===== src/rtl/axi_llc_way_arb.sv =====
// axi_llc_way_arb: per-way round-robin scheduler between the four LLC units and the data ways.
// Define AXI_LLC_WAY_ARB_STATS_EN for per-unit grant/stall statistics counters.
module axi_llc_way_arb #(
  parameter int unsigned NumWays     = 8,
  parameter int unsigned MaxRdOut    = 4,
  parameter int unsigned StarveLimit = 16,
  localparam int unsigned CntW       = $clog2(MaxRdOut + 1)
) (
  input  logic                          clk_i,
  input  logic                          rst_ni,
  input  logic [3:0]                    req_valid_i,
  input  logic [3:0][NumWays-1:0]       req_way_ind_i,
  output logic [3:0]                    req_ready_o,
  output logic [NumWays-1:0]            way_valid_o,
  output logic [NumWays-1:0][1:0]       way_unit_o,
  input  logic [NumWays-1:0]            way_ready_i,
  input  logic [3:0]                    rd_done_i,
  output logic [3:0][CntW-1:0]          rd_cnt_o,
  output logic                          err_o
`ifdef AXI_LLC_WAY_ARB_STATS_EN
  ,
  input  logic                          stat_clr_i,
  output logic [3:0][31:0]              stat_grant_o,
  output logic [3:0][31:0]              stat_stall_o
`endif
);

  localparam int unsigned SW = $clog2(StarveLimit + 1);
  localparam logic [CntW-1:0] RD_MAX = CntW'(MaxRdOut);
  localparam logic [SW-1:0] ST_MAX = SW'(StarveLimit);
  // Evict (0) and RChan (3) consume read credits
  localparam logic [3:0] RD_UNIT = 4'b1001;

  logic [3:0][CntW-1:0]    rd_cnt_q;
  logic [3:0][SW-1:0]      starve_q;
  logic [NumWays-1:0]      lock_q;
  logic [NumWays-1:0][1:0] lock_unit_q;
  logic [NumWays-1:0][1:0] ptr_q;
  logic                    err_q;

  logic [3:0]              one_hot;
  logic [3:0]              elig;
  logic [3:0]              starved;
  logic [3:0]              hs;
  logic [NumWays-1:0][3:0] cand;
  logic [NumWays-1:0][1:0] gnt;
  logic [NumWays-1:0]      gnt_vld;

  always_comb begin
    for (int u = 0; u < 4; u++) begin
      one_hot[u] = $onehot(req_way_ind_i[u]);
      starved[u] = starve_q[u] == ST_MAX;
      elig[u]    = rst_ni & req_valid_i[u] & one_hot[u]
                 & ~(RD_UNIT[u] & (rd_cnt_q[u] == RD_MAX));
    end
  end

  always_comb begin
    cand        = '0;
    gnt         = '0;
    gnt_vld     = '0;
    req_ready_o = '0;
    way_unit_o  = '0;
    for (int j = 0; j < NumWays; j++) begin
      for (int u = 0; u < 4; u++) begin
        cand[j][u] = elig[u] & req_way_ind_i[u][j];
      end
      if (lock_q[j]) begin
        gnt[j]     = lock_unit_q[j];
        gnt_vld[j] = cand[j][lock_unit_q[j]];
      end else begin
        // descending scans: the last hit written is the preferred one
        for (int u = 3; u >= 0; u--) begin
          if (cand[j][u] && starved[u]) begin
            gnt[j]     = 2'(u);
            gnt_vld[j] = 1'b1;
          end
        end
        if (!gnt_vld[j]) begin
          for (int k = 3; k >= 0; k--) begin
            if (cand[j][ptr_q[j] + 2'(k)]) begin
              gnt[j]     = ptr_q[j] + 2'(k);
              gnt_vld[j] = 1'b1;
            end
          end
        end
      end
      if (gnt_vld[j]) begin
        way_unit_o[j] = gnt[j];
        if (way_ready_i[j]) req_ready_o[gnt[j]] = 1'b1;
      end
    end
  end

  assign way_valid_o = gnt_vld;
  assign hs          = req_ready_o;
  assign rd_cnt_o    = rd_cnt_q;
  assign err_o       = err_q;

  always_ff @(posedge clk_i or negedge rst_ni) begin
    if (!rst_ni) begin
      lock_q      <= '0;
      lock_unit_q <= '0;
      ptr_q       <= '0;
    end else begin
      for (int j = 0; j < NumWays; j++) begin
        unique case (1'b1)
          gnt_vld[j] & ~way_ready_i[j]: begin
            lock_q[j]      <= 1'b1;
            lock_unit_q[j] <= gnt[j];
          end
          gnt_vld[j] & way_ready_i[j]: begin
            lock_q[j] <= 1'b0;
            ptr_q[j]  <= gnt[j] + 2'd1;
          end
          default: ;
        endcase
      end
    end
  end

  always_ff @(posedge clk_i or negedge rst_ni) begin
    if (!rst_ni) begin
      rd_cnt_q <= '0;
      starve_q <= '0;
      err_q    <= 1'b0;
    end else begin
      for (int u = 0; u < 4; u++) begin
        if (RD_UNIT[u]) begin
          rd_cnt_q[u] <= rd_cnt_q[u] + CntW'(hs[u])
                       - CntW'(rd_done_i[u] && rd_cnt_q[u] != '0);
        end
        if (!req_valid_i[u] || hs[u]) begin
          starve_q[u] <= '0;
        end else if (!starved[u]) begin
          starve_q[u] <= starve_q[u] + SW'(1);
        end
      end
      err_q <= err_q | (|(req_valid_i & ~one_hot));
    end
  end

`ifdef AXI_LLC_WAY_ARB_STATS_EN
  logic [3:0][31:0] grant_q;
  logic [3:0][31:0] stall_q;

  always_ff @(posedge clk_i or negedge rst_ni) begin
    if (!rst_ni) begin
      grant_q <= '0;
      stall_q <= '0;
    end else if (stat_clr_i) begin
      grant_q <= '0;
      stall_q <= '0;
    end else begin
      for (int u = 0; u < 4; u++) begin
        grant_q[u] <= grant_q[u] + 32'(hs[u]);
        if (req_valid_i[u] && !req_ready_o[u] && stall_q[u] != '1) begin
          stall_q[u] <= stall_q[u] + 32'd1;
        end
      end
    end
  end

  assign stat_grant_o = grant_q;
  assign stat_stall_o = stall_q;
`endif

`ifndef SYNTHESIS
  for (genvar j = 0; j < NumWays; j++) begin : g_lock_sva
    a_lock_hold: assert property (@(posedge clk_i) disable iff (!rst_ni)
      lock_q[j] |-> req_valid_i[lock_unit_q[j]]);
  end
  for (genvar u = 0; u < 4; u++) begin : g_done_sva
    if (u == 0 || u == 3) begin : g_rd
      a_done_zero: assert property (@(posedge clk_i) disable iff (!rst_ni)
        !(rd_done_i[u] && rd_cnt_q[u] == '0));
    end
  end
`endif

endmodule


===== config.mk =====
export PLATFORM = sky130hd
export DESIGN_NAME = axi_llc_way_arb
export DESIGN_NICKNAME = d
export VERILOG_FILES = /design/src/rtl/axi_llc_way_arb.sv
export SDC_FILE = /design/constraint.sdc
export NUM_CORES = 1
export LEC_CHECK = 0
export CAP_MARGIN = 20
export CORE_MARGIN = 3
export CORE_UTILIZATION = 45
export CTS_CLUSTER_DIAMETER = 30
export CTS_CLUSTER_SIZE = 40
export DETAILED_ROUTE_END_ITERATION = 8
export PLACE_DENSITY = 0.67
export SLEW_MARGIN = 20
export SYNTH_ARGS = -nofsm -noshare
export SYNTH_HDL_FRONTEND = slang
export SYNTH_SLANG_ARGS = --single-unit

===== constraint.sdc =====
create_clock -name clk_i -period 7.85 [get_ports clk_i]
set_input_delay 1.57 -clock clk_i [delete_from_list [all_inputs] [get_ports clk_i]]
set_output_delay 1.57 -clock clk_i [all_outputs]
set_load 0.03 [all_outputs]

* Word level (Yosys, flattened, before mapping) *
Cells that the tools add are included.

cells by class
  bitwise logic cells = 78
  eq/ne operators = 14
  $lt $le $gt $ge = 56
  add/sub/neg operators = 68
  muxes and demuxes = 304
  reductions and logical operators = 61

operators by type and width
  cell                   number
  $mux W2                88
  $lt A2 B3 Y1 const B   48
  $mux W1                136
  $bmux W1 S2            40
  $mux W4                16
  $and A1 B1 Y1          58
  $logic_and A1 B1 Y1    42
  $mux W5                8
  $add A1 B1 Y2          16
  $add A2 B1 Y2 const B  16
  $add A2 B2 Y2 const B  16
  $or A4 B4 Y4           7
  $add A2 B2 Y3          8
  $add A5 B1 Y5 const B  4
  $eq A5 B5 Y1 const B   4
  $add A3 B3 Y4          4
  $demux W1 S2           8
  $eq A4 B1 Y1 const B   4
  $ge A2 B1 Y1 const B   8
  $pmux W1 S2            8
  $reduce_bool A2 Y1     8
  $not A1 Y1             10
  $ne A2 B1 Y1 const B   4
  $add A3 B1 Y3          2
  9 further kinds        18

word-level totals
  logic and storage cells = 612
  register bits = 67
  input port bits = 50

* Longest topological paths before layout *
  depth in word-level cells = 47
  depth in mapped cells = 28
  gate-level depth less buffers = 25

* Least setup slack after synthesis *
No wires, ideal clock.

  kind = in2out
  start point = in req_way_ind_i[0] (netlist bit)
  end point = out req_ready_o[2]
  path slack = -0.496 ns
  stages = 23
  data arrival time = 6.776 ns
  path buffers = 4
  path through = fa_1 > inv_1 > fa_1 > fa_1 > inv_1 > ha_1 > inv_1 > fa_1 > a211o_1 > a2111oi_2 > buf_4 > buf_4 > buf_4 > nand3_1 > nand2_1 > a31oi_1 > o2111ai_1 > a21boi_0 > inv_1 > ha_1 > a32o_1 > or4_4 > buf_6

RTL lines
  element          line  RTL
  start, declared  12    input logic [3:0][NumWays-1:0] req_way_ind_i,
  end, declared    13    output logic [3:0] req_ready_o,

==> results.md <==
- Max Cap Viol: 0
- Sink Count: 67
- DRC errors left: 0
- Post-route total power: between 2 and 2.5 mW
- Total CTS buffers: 9
- Pwr Density: approximately 210 nW/um^2
- Startpoint types: primary input
- First-pass GRT wire length: approximately 40 mm
- Post-DRT Antenna Nets: 0
- Post-CTS Hold Fix Bufs: 0
- EDFF count, synth: 0
- Relative slew slack: 51.9%
- Antenna violations before repair: 0
- Share of layout cells above drive strength 1: 39.9%
- GR Util All Layers: between 30% and 40%
- Dpl hpwl: ~19 mm
- Via Count: approximately 8000
- Total negative setup slack: -2.66 ns
- Worst-margin pin slew: approximately 0.72 ns
- Final hold vios: 0
- # rows: between 40 and 50
- Pin count of the biggest net entering global routing: 31
- PnR worst setup slack: -0.676 ns
- Max Slew Vio Count: 0
- Cell variety after synth: slightly below 100
- WP data required: around 6.3 ns
- Worst Hold Class: flop to flop
- Clock Tree Buf Depth: 2
- Drt wl/cell: approximately 19 um
- Ports: 91
- Cells on worst reg2reg path: 21
- Vias per cell: around 5.9
- Routed wire length: roughly 26 mm
- Global route overflow: 0
- Register bit total from synthesis: 67
- Seq. cell area: 1680 um^2
- Die extent in y: 130 um
- Cell count after synthesis: roughly 840
- Setup WS pre-CTS: -1.60 ns
- Worst hold slack: around 0.49 ns
- Cell Area, Placed: around 9500 um^2
- Layout net count: ~1300
- TritonCTS clock tree: built
- Setup CP Type: primary input to output pin
- Reg clk slew, reported paths: roughly 0.06 ns
- Synth Warn #: 6
- Crit path capture type: output pin
- Non-Filler Instances: 1346
- Top FF cell, synth: dfrtp_1
- LEAKAGE: 5.04 nW
- Status: finished, violations left
- Fin util: approximately 73%
- H-tree depth: 3
- Core area: about 15000 um^2
- Maximum VDD drop: ~0.00023 V
- # port buffers: 82
- Synth Cell Area: between 6000 and 7000 um^2
- Post-synthesis sequential area ratio: 24.2%
- Max Fanout on Critical Path: 7
- CTS root buf: clkbuf_16
- Initial Util: between 40% and 50%
- Fmax: around 0.12 GHz
- ANT cells: 0
- Initial drt markers: between 900 and 1000
- Worst-Skew Late Latency: 0.36 ns
- Fillers: between 1000 and 1500
- Async SR Flop Fraction: 100%
- Vias in the first global route: ~8000
- Unrepaired setup endpoints after global routing: true
- Pre-Repair DR Iteration Count: 7
- Failing checks: negative setup slack
- WP data arrival: 6.96 ns
- Hold Path Cell Cnt: 1
- Area of the multi-input gates: around 5300 um^2
- Synth-to-Final Area Change: 55.2%
- Chip Width: 130 um
- Synth Area per Inst: 8.25 um^2
- Die ar.: approximately 17000 um^2
- Tcrit/Tclk final: 109%
- Gpl congestion: 1.03
- Final instance area: around 11000 um^2
- Clock Skew: 0.00959 ns
- Crit path time final: 8.53 ns
- Setup Viol. Count Final: 7
- Placed cell count: 1290
## cells in the mapped netlist (8+ instances only)
cell type / number / area share (%)
nand2_1: 92 / 5.0
a31oi_1: 11 / 0.99
ha_1: 56 / 10
nand4_1: 11 / 0.99
dfrtp_1: 67 / 24
nand3_1: 49 / 3.5
inv_1: 109 / 5.9
buf_4: 9 / 0.98
mux2_2: 10 / 1.6
nor3_1: 14 / 1.0
a22oi_1: 8 / 0.87
nor2_1: 53 / 2.9
a21oi_1: 33 / 2.4
fa_1: 18 / 5.2
o21ai_0: 41 / 3.0
mux2i_1: 11 / 1.6
and3_1: 10 / 0.90
xnor2_1: 13 / 1.6
a32oi_1: 10 / 1.3
clkbuf_1: 10 / 0.54
## worst max-delay path, stage by stage
cell and delay, ns:
buf_8 0.10, fa_1 0.54, inv_2 0.04, fa_1 0.53
fa_1 0.44, inv_2 0.09, ha_4 0.14, inv_2 0.04
fa_2 0.51, o211ai_1 0.15, a2111oi_4 0.45, buf_6 0.22
buf_8 0.14, buf_4 0.11, nand3_1 0.11, a21oi_1 0.21
a211oi_2 0.06, o21bai_2 0.17, mux2_4 0.20, inv_2 0.04
ha_2 0.15, a32o_1 0.20, or4_4 0.56, buf_6 0.16
## power by group
part / internal, mW / switching (mW)
registers: 0.430 / 0.128
logic: 0.609 / 0.643
clock network: 0.279 / 0.179
## final timing paths
check | start | endpoint | slack, ns
min reg2reg | err_o$_DFF_PN0_ | err_o$_DFF_PN0_ | 0.49
max reg2reg | starve_q[15]$_DFFE_PN0P_ | rd_cnt_o[1]$_DFF_PN0_ | 3.45
max | req_way_ind_i[0] | req_ready_o[2] | -0.68
min | err_o$_DFF_PN0_ | err_o$_DFF_PN0_ | 0.49
max in group asynchronous | rst_ni | starve_q[16]$_DFFE_PN0P_ | 6.03
min in group asynchronous | rst_ni | starve_q[7]$_DFFE_PN0P_ | 1.09
## sequential cells by signal (all words and copies together), names as in the netlist
| signal | cells |
|---|---|
| rd_cnt_o | 6 |
| lock_unit_q | 16 |
| starve_q | 20 |
| lock_q | 8 |
| ptr_q | 16 |
| err_o | 1 |
## area by class of cell
cell class                 instances  share of cell area, %
multi-input combinational        633                   49.1
timing repair buffer             335                   26.3
sequential                        67                   15.6
inverter                         111                   3.92
tap                              184                   2.14
clock buffer                      10                   2.13
clock inverter                     6                  0.827
## timing repair
action	in CTS	in global routing
cloned	2	0
setup buffers	25	16
pin swaps	50	52
setup endpoints to repair	28	23
gates resized for setup	137	101
## logic make-up after synthesis
family	synth area share, %
AO/OA/AOI/OAI	22.4
XOR/XNOR	2.28
adder cells (fa/ha/maj)	15.3
buffers and inverters	8.75
flip-flops	24.2
multiplexers	4.36
other	0.0542
AND/OR/NAND/NOR	22.6
## cells in the final DEF (no fill, tap or decap), types with 7 or more instances in the layout
| cell type | count |
|---|---|
| buf_4 | 252 |
| inv_1 | 96 |
| nand2_1 | 82 |
| dfrtp_1 | 67 |
| nor2_1 | 46 |
| ha_1 | 44 |
| clkdlybuf4s50_1 | 41 |
| nand3_1 | 40 |
| o21ai_0 | 35 |
| buf_6 | 27 |
| a21oi_1 | 25 |
| fa_1 | 16 |
| inv_2 | 13 |
| xnor2_1 | 13 |
| nand4_1 | 11 |
| nor3_1 | 11 |
| nand2_2 | 10 |
| mux2i_1 | 10 |
| a31oi_1 | 9 |
| clkbuf_16 | 9 |
| a32oi_1 | 8 |
| mux2_2 | 8 |
| ha_2 | 8 |
| o211ai_1 | 7 |
| a21oi_2 | 7 |
| and3_1 | 7 |
## routing by layer
layer / wire length [um] / up-vias / GRT usage [%]
met5: 0 / - / 0
met3: 2300 / 76 / 7.04
met2: 12100 / 400 / 49.5
met4: 1070 / 0 / 13.1
li1: - / 3660 / -
met1: 10500 / 3805 / 39.2
Power figures use the tool's default switching activity.
